===== config.mk =====
export PLATFORM = sky130hd
export DESIGN_NAME = rr_arbiter4
export DESIGN_NICKNAME = d
export VERILOG_FILES = /design/src/rtl/arb_pkg.sv /design/src/rtl/dec2to4.sv /design/src/rtl/rr_arbiter4.sv
export SDC_FILE = /design/constraint.sdc
export NUM_CORES = 1
export LEC_CHECK = 0
export CORE_MARGIN = 2
export CORE_UTILIZATION = 36
export DETAILED_ROUTE_END_ITERATION = 10
export PLACE_DENSITY = 0.55
export SLEW_MARGIN = 20
export SYNTH_ARGS = -nofsm -noshare
export SYNTH_HDL_FRONTEND = slang
export SYNTH_SLANG_ARGS = --single-unit

===== constraint.sdc =====
create_clock -name clk -period 2.95 [get_ports clk]
set_input_delay 0.4425 -clock clk [delete_from_list [all_inputs] [get_ports clk]]
set_output_delay 0.4425 -clock clk [all_outputs]
set_load 0.01 [all_outputs]

===== src/rtl/arb_pkg.sv =====
// Shared types and helpers for the 4-way round-robin arbiter.
// Holds the FSM state encoding and the rotating priority scan.
package arb_pkg;

  localparam int N_REQ = 4;
  localparam int IDX_W = 2;

  typedef enum logic {
    ST_IDLE  = 1'b0,
    ST_GRANT = 1'b1
  } state_e;

  // Scan last+1, last+2, ... (mod 4); return {found, idx}
  function automatic logic [IDX_W:0] rr_pick(
    input logic [N_REQ-1:0] req,
    input logic [IDX_W-1:0] last
  );
    logic [IDX_W:0]   r;
    logic [IDX_W-1:0] idx;
    r = '0;
    for (int k = 1; k <= N_REQ; k++) begin
      idx = last + IDX_W'(k);
      if (!r[IDX_W] && req[idx]) begin
        r = {1'b1, idx};
      end
    end
    return r;
  endfunction

endpackage


===== src/rtl/dec2to4.sv =====
// 2-to-4 one-hot decoder with enable.
// Used for the grant output and for the owner mask.
module dec2to4 (
  input  logic [1:0] idx,
  input  logic       en,
  output logic [3:0] y
);

  // One-hot select, all zero when disabled
  always_comb begin
    y = 4'b0000;
    if (en) begin
      y = 4'b0001 << idx;
    end
  end

endmodule


===== src/rtl/rr_arbiter4.sv =====
// Round-robin arbiter for 4 requesters with a hold limit.
// Grant, index, valid and switch are all driven from registers.
module rr_arbiter4
  import arb_pkg::*;
#(
  parameter int MAX_HOLD = 8,
  parameter int CNT_W    = 4
) (
  input  logic       clk,
  input  logic       rst,
  input  logic       en,
  input  logic [3:0] req,
  output logic [3:0] gnt,
  output logic [1:0] gnt_idx,
  output logic       gnt_valid,
  output logic       switch
);

  localparam logic [CNT_W-1:0] HOLD_LAST =
    CNT_W'((MAX_HOLD == 0) ? 0 : MAX_HOLD - 1);
  localparam logic HOLD_ON = (MAX_HOLD != 0);

  state_e           state_q, state_d;
  logic [1:0]       idx_q, idx_d;
  logic [1:0]       last_q, last_d;
  logic [CNT_W-1:0] hold_q, hold_d;
  logic             switch_q, switch_d;

  logic [3:0] own_mask;
  logic [3:0] others;
  logic       any_other;
  logic [2:0] pick_idle;
  logic [2:0] pick_next;
  logic       leave;

  assign gnt_valid = (state_q == ST_GRANT);
  assign gnt_idx   = idx_q;
  assign switch    = switch_q;

  dec2to4 u_gnt (
    .idx (idx_q),
    .en  (gnt_valid),
    .y   (gnt)
  );

  // Owner bit, removed from the scan so preemption never re-picks it
  dec2to4 u_mask (
    .idx (idx_q),
    .en  (1'b1),
    .y   (own_mask)
  );

  assign others    = req & ~own_mask;
  assign any_other = |others;
  assign pick_idle = rr_pick(req, last_q);
  assign pick_next = rr_pick(others, idx_q);

  // Release wins over preemption; both hand off the same way
  assign leave = !req[idx_q] ||
                 (HOLD_ON && hold_q == HOLD_LAST && any_other);

  // Next-state: pick winner, hand off, or keep and count
  always_comb begin
    state_d  = state_q;
    idx_d    = idx_q;
    last_d   = last_q;
    hold_d   = hold_q;
    switch_d = 1'b0;
    if (en) begin
      unique case (state_q)
        ST_IDLE: begin
          if (pick_idle[2]) begin
            state_d  = ST_GRANT;
            idx_d    = pick_idle[1:0];
            last_d   = pick_idle[1:0];
            hold_d   = '0;
            switch_d = 1'b1;
          end
        end
        ST_GRANT: begin
          if (leave) begin
            hold_d = '0;
            if (pick_next[2]) begin
              idx_d    = pick_next[1:0];
              last_d   = pick_next[1:0];
              switch_d = 1'b1;
            end else begin
              state_d = ST_IDLE;
            end
          end else if (!any_other || !HOLD_ON) begin
            hold_d = '0;
          end else if (hold_q != HOLD_LAST) begin
            hold_d = hold_q + 1'b1;
          end
        end
        default: state_d = ST_IDLE;
      endcase
    end
  end

  // State registers; reset restarts priority at requester 0
  always_ff @(posedge clk) begin
    if (rst) begin
      state_q  <= ST_IDLE;
      idx_q    <= 2'd0;
      last_q   <= 2'd3;
      hold_q   <= '0;
      switch_q <= 1'b0;
    end else begin
      state_q  <= state_d;
      idx_q    <= idx_d;
      last_q   <= last_d;
      hold_q   <= hold_d;
      switch_q <= switch_d;
    end
  end

endmodule


---- After elaboration in Yosys (flattened, before gate mapping) ----
Index checks and enable logic that the tools add are counted.
word-level totals
  logic and storage cells ................. 92
  flip-flop bits (word level) ............. 10
  output and inout bits ................... 8
  input bits .............................. 7
operators by class
  bitwise logic cells ..................... 4
  shift-type cells ........................ 1
  multiplexer cells ....................... 42
  $lt $le $gt $ge ......................... 8
  add/sub/neg operators ................... 7
  equality and inequality tests ........... 6
  reduce and logical (&&, ||, !) cells .... 19
operators with widths
  cell                 count
  $lt 2x3->1 const B   8
  $mux 3               8
  $mux 4               5
  $bmux 1 s2           9
  $mux 1               13
  $add 2x2->2 const B  4
  $pmux 4 s2           1
  $logic_and 1x1->1    7
  $logic_not 1->1      7
  $mux 2               3
  $add 2x1->2 const B  2
  $add 4x1->4 const B  1
  $and 4x4->4          1
  $eq 4x3->1 const B   1
  $ne 2x1->1 const B   2
  $ne 4x2->1 const B   1
  $ne 4x3->1 const B   1
  $not 4->4            1
  $pmux 1 s2           2
  $pmux 2 s2           1
  $reduce_and 4->1     1
  $reduce_or 4->1      1
  $shl 1x2->4 const A  1
  $reduce_and 3->1     1
  other kinds (4)      5

---- Depth between registers and ports, before layout ----
  depth after elaboration ................. 18
  depth in mapped cells ................... 9
  gate-level depth less buffers ........... 8

---- Modules after synthesis ----
A second synthesis with hierarchy kept.
second synthesis, totals
  cell total of the unflattened synthesis .. 95
  area total of the unflattened synthesis .. 825.8 um2
modules (own cells, without submodules)
  module       area an instance (um2)  instances  cells an instance  seq. area each (um2)
  rr_arbiter4  750.7                   1          87                 200.2
  dec2to4      37.5                    2          4                  0.0

---- Least setup slack after synthesis ----
Ideal clock, no wire load.
  kind .................................... register to register
  from .................................... register idx_q[0] (netlist: gnt_idx[0])
  to ...................................... register hold_q[2]
  arrival time ............................ 2,027 ps
  required time ........................... 2,885 ps
  library setup time ...................... 65 ps
  slack ................................... 858 ps
  stages on the path, launching flop included .. 10
  path buffers ............................ 1
  clock period less this slack ............ 2,092 ps
  cell sequence ........................... dfxtp_1 buf_2 inv_1 ha_1 nor2b_2 nor4_1 or3b_4 nor3b_2 a22oi_1 nor2_1
on the way
  word-level cells in the longest chain between the ends .. 8
  elaborated cells on any way between the ends .. 14
  those cells by class .................... 1 x eq/ne; 1 x shift; 5 x mux; 2 x bitwise; 5 x reduce/logical
ends and longest elaborated chain
  item                                                             RTL line            text
  start: declaration                                               rr_arbiter4.sv:24   logic [1:0] idx_q, idx_d;
  start signal: assignment                                         rr_arbiter4.sv:111  idx_q <= idx_d;
  $shl 1x2->4                                                      dec2to4.sv:13       y = 4'b0001 << idx;
  $not 4->4                                                        rr_arbiter4.sv:53   assign others = req & ~own_mask;
  $and 4x4->4                                                      rr_arbiter4.sv:53
  $reduce_or 4->1                                                  rr_arbiter4.sv:54   assign any_other = |others;
  $logic_and 1x1->1                                                rr_arbiter4.sv:60   (HOLD_ON && hold_q == HOLD_LAST && any_other);
  $logic_or 1x1->1                                                 rr_arbiter4.sv:59   assign leave = !req[idx_q] ||
  $ne 4x2->1 (no source line) or $mux 4 (tied branches)            --
  $reduce_and 3->1 (no source line) or $pmux 4 s2 (tied branches)  --
  end signal: assignment                                           rr_arbiter4.sv:113  hold_q <= hold_d;
  end: declaration                                                 rr_arbiter4.sv:26   logic [CNT_W-1:0] hold_q, hold_d;
Parallel ways exist; a longest one is shown, timed or not. The select of a mux whose other input is x is not followed.
A chain may end at the register's enable or synchronous reset.

---- Final worst setup path ----
  from .................................... register idx_q[1] (netlist: gnt_idx[1])
  to ...................................... output gnt[1]
on the way
  word-level cells in the longest chain between the ends .. 2
ends and longest elaborated chain
  item              RTL line           text
  $shl 1x2->4       dec2to4.sv:13
  $mux 4            dec2to4.sv:12      if (en) begin
  end: declaration  rr_arbiter4.sv:13  output logic [3:0] gnt,
Every way passes these cells.

==> summary.md <==
| Metric | Value |
|---|---|
| Crit path capture type | `primary output` |
| Clock sink count | `10` |
| Non-filler instance count after layout | `159` |
| Number of diodes | `0` |
| Setup fix buffers added after clock tree synthesis | `0` |
| Summed negative setup slack over all endpoints | `0 ns` |
| Arrival time at the worst endpoint | `roughly 2.0 ns` |
| Number of buffers inserted for hold repair after clock tree synthesis | `0` |
| Endpoints failing setup | `0` |
| Reported max-cap violation count | `0` |
| Cell area after synthesis | `998.5 sq um` |
| Setup slack of the worst register-to-register path | `0.66 ns` |
| Average detailed-routed wire length per instance | `~15 um` |
| Count of input and output buffers | `14` |
| Hold violation total from the final report | `0` |
| Io pins | `15` |
| Power density relative to cell area | `524.2 mW/mm^2` |
| Post-synth net total | `approximately 130` |
| Average footprint of a synthesized cell | `approximately 8.5 sq um` |
| Share of cells above drive strength 1 | `0.1328` |
| Final Max Tran Viols | `0` |
| Number of filler cells placed in the layout | `287` |
| Vias after detailed routing | `slightly above 900` |
| Number of global-route vias before repair | `834` |
| Count of synthesis-stage warnings from yosys | `0` |
| Growth of design area from synthesis to finish | `16.67%` |
| Horizontal die dimension | `56.67 um` |
| Type of the most critical hold path | `reg -> reg` |
| Cells resized by post-CTS repair | `0` |
| Proportion of register bits with asynchronous set or reset after synthesis | `0` |
| RSZ-0062 raised after global routing | `false` |
| Kind of start point of the critical path | `flop` |
| Post-synthesis cell type count | `between 40 and 50` |
| Largest net degree at the start of global routing | `16` |
| Number of levels the H-tree was split into | `1` |
| Cell Rows | `19` |
| CTS tree | `built` |
| GP Congestion | `slightly below 0.9` |
| Leak | `~0.43 nW` |
| Detailed-route wire length | `2345 um` |
| Depth of the worst hold-timing path | `2` |
| Post-DP HPWL | `1717 um` |
| Hold path endpoint | `hold_q[3]$_SDFFE_PP0P_` |
| Final global-route overflow total | `0` |
| Portion of the clock cycle consumed by the worst path in the final layout | `0.8152` |
| Post-route ant nets | `0` |
| Wire length of the first global-routing pass | `approximately 3800 um` |
| Required time at the endpoint of the critical path | `2.51 ns` |
| End of the worst register-to-register path | `gnt_idx[1]$_SDFFE_PP0P_` |
| IR drop worst, VDD | `367.4 uV` |
| Sequential fraction of the synthesis area | `0.2005` |
| Cell Count Post-Placement | `roughly 160` |
| Initial Utilization | `0.3717` |
| Highest clock rate | `roughly 0.42 GHz` |
| Length in cells of the worst reg-to-reg path | `8` |
| Slew of the pin with the lowest slew margin | `0.4996 ns` |
| Run status | `finished, final reports clean` |
| Crit Reg-Reg Startpoint | `gnt_idx[0]$_SDFFE_PP0P_` |
| Skew-Pair Late Insertion Delay | `0.27 ns` |
| Kind of critical path | `reg -> out` |
| Clock buffer depth | `2` |
| DR DRC count | `0` |
| DR pass1 iterations | `6` |
| Dominant synthesized flop cell | `sky130_fd_sc_hd__dfxtp_1` |
| Worst slew margin relative to its limit | `0.6626` |
| Number of enable-type register cells in the synthesized netlist | `0` |
| Post-layout min period | `2.405 ns` |
| Vias per Instance | `5.805` |
| Post-route clock skew | `roughly 0.0031 ns` |
| Number of DRC markers after the initial detailed-route iteration | `just over 50` |
| Post-route cell area | `0.001165 sq mm` |
| Fraction of the core area covered by cells at the end of the flow | `0.4336` |
| Post-CTS clock slew at the launch and capture registers of the worst setup and hold paths | `about 0.060 ns` |
| Post-placement cell area | `0.001129 sq mm` |
| Initial antenna violation count | `0` |
| Area enclosed by the die boundary | `0.003211 sq mm` |
| All-layer global routing usage | `0.1507` |
| Total clock buffers created by CTS | `3` |
| Core box area | `0.002686 sq mm` |
| DIE HEIGHT | `56.67 um` |
| Cell at the root of the clock tree | `sky130_fd_sc_hd__clkbuf_4` |
| Start point of the worst hold path | `hold_q[3]$_SDFFE_PP0P_` |
| Number of synthesized register bits | `10` |
| Largest driver fanout on the critical path | `11` |
| Number of instances in the synthesized netlist | `117` |
| # nets final | `141` |
## cell usage after synthesis (4+ instances only)
cell type,number,area (sq um)
sky130_fd_sc_hd__a21oi_1,8,40.04
sky130_fd_sc_hd__and2_1,4,25.02
sky130_fd_sc_hd__dfxtp_1,10,200.2
sky130_fd_sc_hd__ha_1,5,62.56
sky130_fd_sc_hd__inv_1,8,30.03
sky130_fd_sc_hd__mux2i_1,6,60.06
sky130_fd_sc_hd__nand2b_1,4,25.02
sky130_fd_sc_hd__nor2_1,9,33.78
sky130_fd_sc_hd__nor4_1,4,25.02
sky130_fd_sc_hd__o21ai_0,4,20.02
sky130_fd_sc_hd__o221ai_1,4,35.03
## metal layers
metal / share of wire / global-route usage
met1: 0.45 / 0.1918
met2: 0.48 / 0.2425
met3: 0.058 / 0.02074
met4: 0.0098 / 0.08503
met5: 0 / 0
## report_power, final
part           total, W  leakage, nW  switching (W)  internal [W]
registers      0.000197       0.0824      0.0000427      0.000154
clock network  0.000124       0.0210      0.0000492     0.0000750
logic          0.000290        0.331       0.000146      0.000144
total          0.000611        0.434       0.000238      0.000373
## worst max-delay path, cell delays in order (launching register included)
cell and delay (ns):
sky130_fd_sc_hd__dfxtp_1 0.58, sky130_fd_sc_hd__inv_1 0.20, sky130_fd_sc_hd__ha_1 0.28, sky130_fd_sc_hd__and2_1 0.17
sky130_fd_sc_hd__clkdlybuf4s50_1 0.47
## logic make-up (layout without fill, tap and decap cells)
| family | count (synthesis) | count (layout) | share of synthesized area |
|---|---|---|---|
| simple gates | 42 | 42 | 0.2544 |
| compound gates | 33 | 33 | 0.2506 |
| buf+inv | 16 | 27 | 0.08645 |
| flops | 10 | 10 | 0.2005 |
| mux | 9 | 9 | 0.1278 |
| fa+ha+maj | 5 | 5 | 0.06266 |
| xor+xnor | 2 | 2 | 0.01755 |
## flip-flops by register name (all words and copies together), names as in the netlist
signal,count
gnt_idx,2
gnt_valid,1
hold_q,4
last_q,2
switch,1
## stage by stage
stage / hold slack (ns) / setup slack (ns) / power [W]
after floorplan: 0.4704 / 0.8579 / 0.0004149
after global placement: 0.4906 / 0.4241 / 0.0004871
after detailed placement: 0.5278 / 0.4090 / 0.0004890
after CTS: 0.5475 / 0.5554 / 0.0006157
after global routing: 0.5941 / 0.4357 / 0.0006538
final: 0.5355 / 0.5451 / 0.0006106
## how the worst max path moves through the flow
| stage | slack (ns) | endpoint | start |
|---|---|---|---|
| 3_3_place_gp | 0.42 | gnt_idx[1]$_SDFFE_PP0P_ | req[3] |
| 2_1_floorplan | 0.86 | hold_q[2]$_SDFFE_PP0P_ | gnt_idx[0]$_SDFFE_PP0P_ |
| 4_1_cts | 0.56 | gnt[1] | gnt_idx[0]$_SDFFE_PP0P_ |
| 3_5_place_dp | 0.41 | gnt_idx[1]$_SDFFE_PP0P_ | req[3] |
| 5_1_grt | 0.44 | gnt[1] | gnt_idx[1]$_SDFFE_PP0P_ |
| 6_report | 0.55 | gnt[1] | gnt_idx[1]$_SDFFE_PP0P_ |
## area by class of cell
type                       count  area (sq um)  area share
sequential                    10         200.2      0.1719
multi-input combinational     91         711.9      0.6112
inverter                       8         30.03     0.02578
timing repair buffer          15         147.6      0.1267
clock buffer                   4         36.28     0.03115
tap                           31         38.79     0.03330
## cell usage in the layout (no fill, tap or decap), types with 2 or more instances in the layout
master / instances
sky130_fd_sc_hd__mux4_2: 3
sky130_fd_sc_hd__inv_1: 8
sky130_fd_sc_hd__nand3b_1: 2
sky130_fd_sc_hd__nand2b_1: 4
sky130_fd_sc_hd__nor3_1: 2
sky130_fd_sc_hd__and2_1: 4
sky130_fd_sc_hd__nor2b_1: 3
sky130_fd_sc_hd__a21oi_1: 8
sky130_fd_sc_hd__nand4_1: 2
sky130_fd_sc_hd__o22ai_1: 2
sky130_fd_sc_hd__o211ai_1: 2
sky130_fd_sc_hd__nand2_1: 3
sky130_fd_sc_hd__nor2_1: 9
sky130_fd_sc_hd__clkbuf_4: 3
sky130_fd_sc_hd__clkdlybuf4s50_1: 14
sky130_fd_sc_hd__mux2i_1: 6
sky130_fd_sc_hd__ha_1: 5
sky130_fd_sc_hd__o21ai_0: 4
sky130_fd_sc_hd__nor3b_1: 2
sky130_fd_sc_hd__nor4_1: 4
sky130_fd_sc_hd__a31oi_1: 2
sky130_fd_sc_hd__dfxtp_1: 10
sky130_fd_sc_hd__o221ai_1: 4
Power figures use the tool's default switching activity.
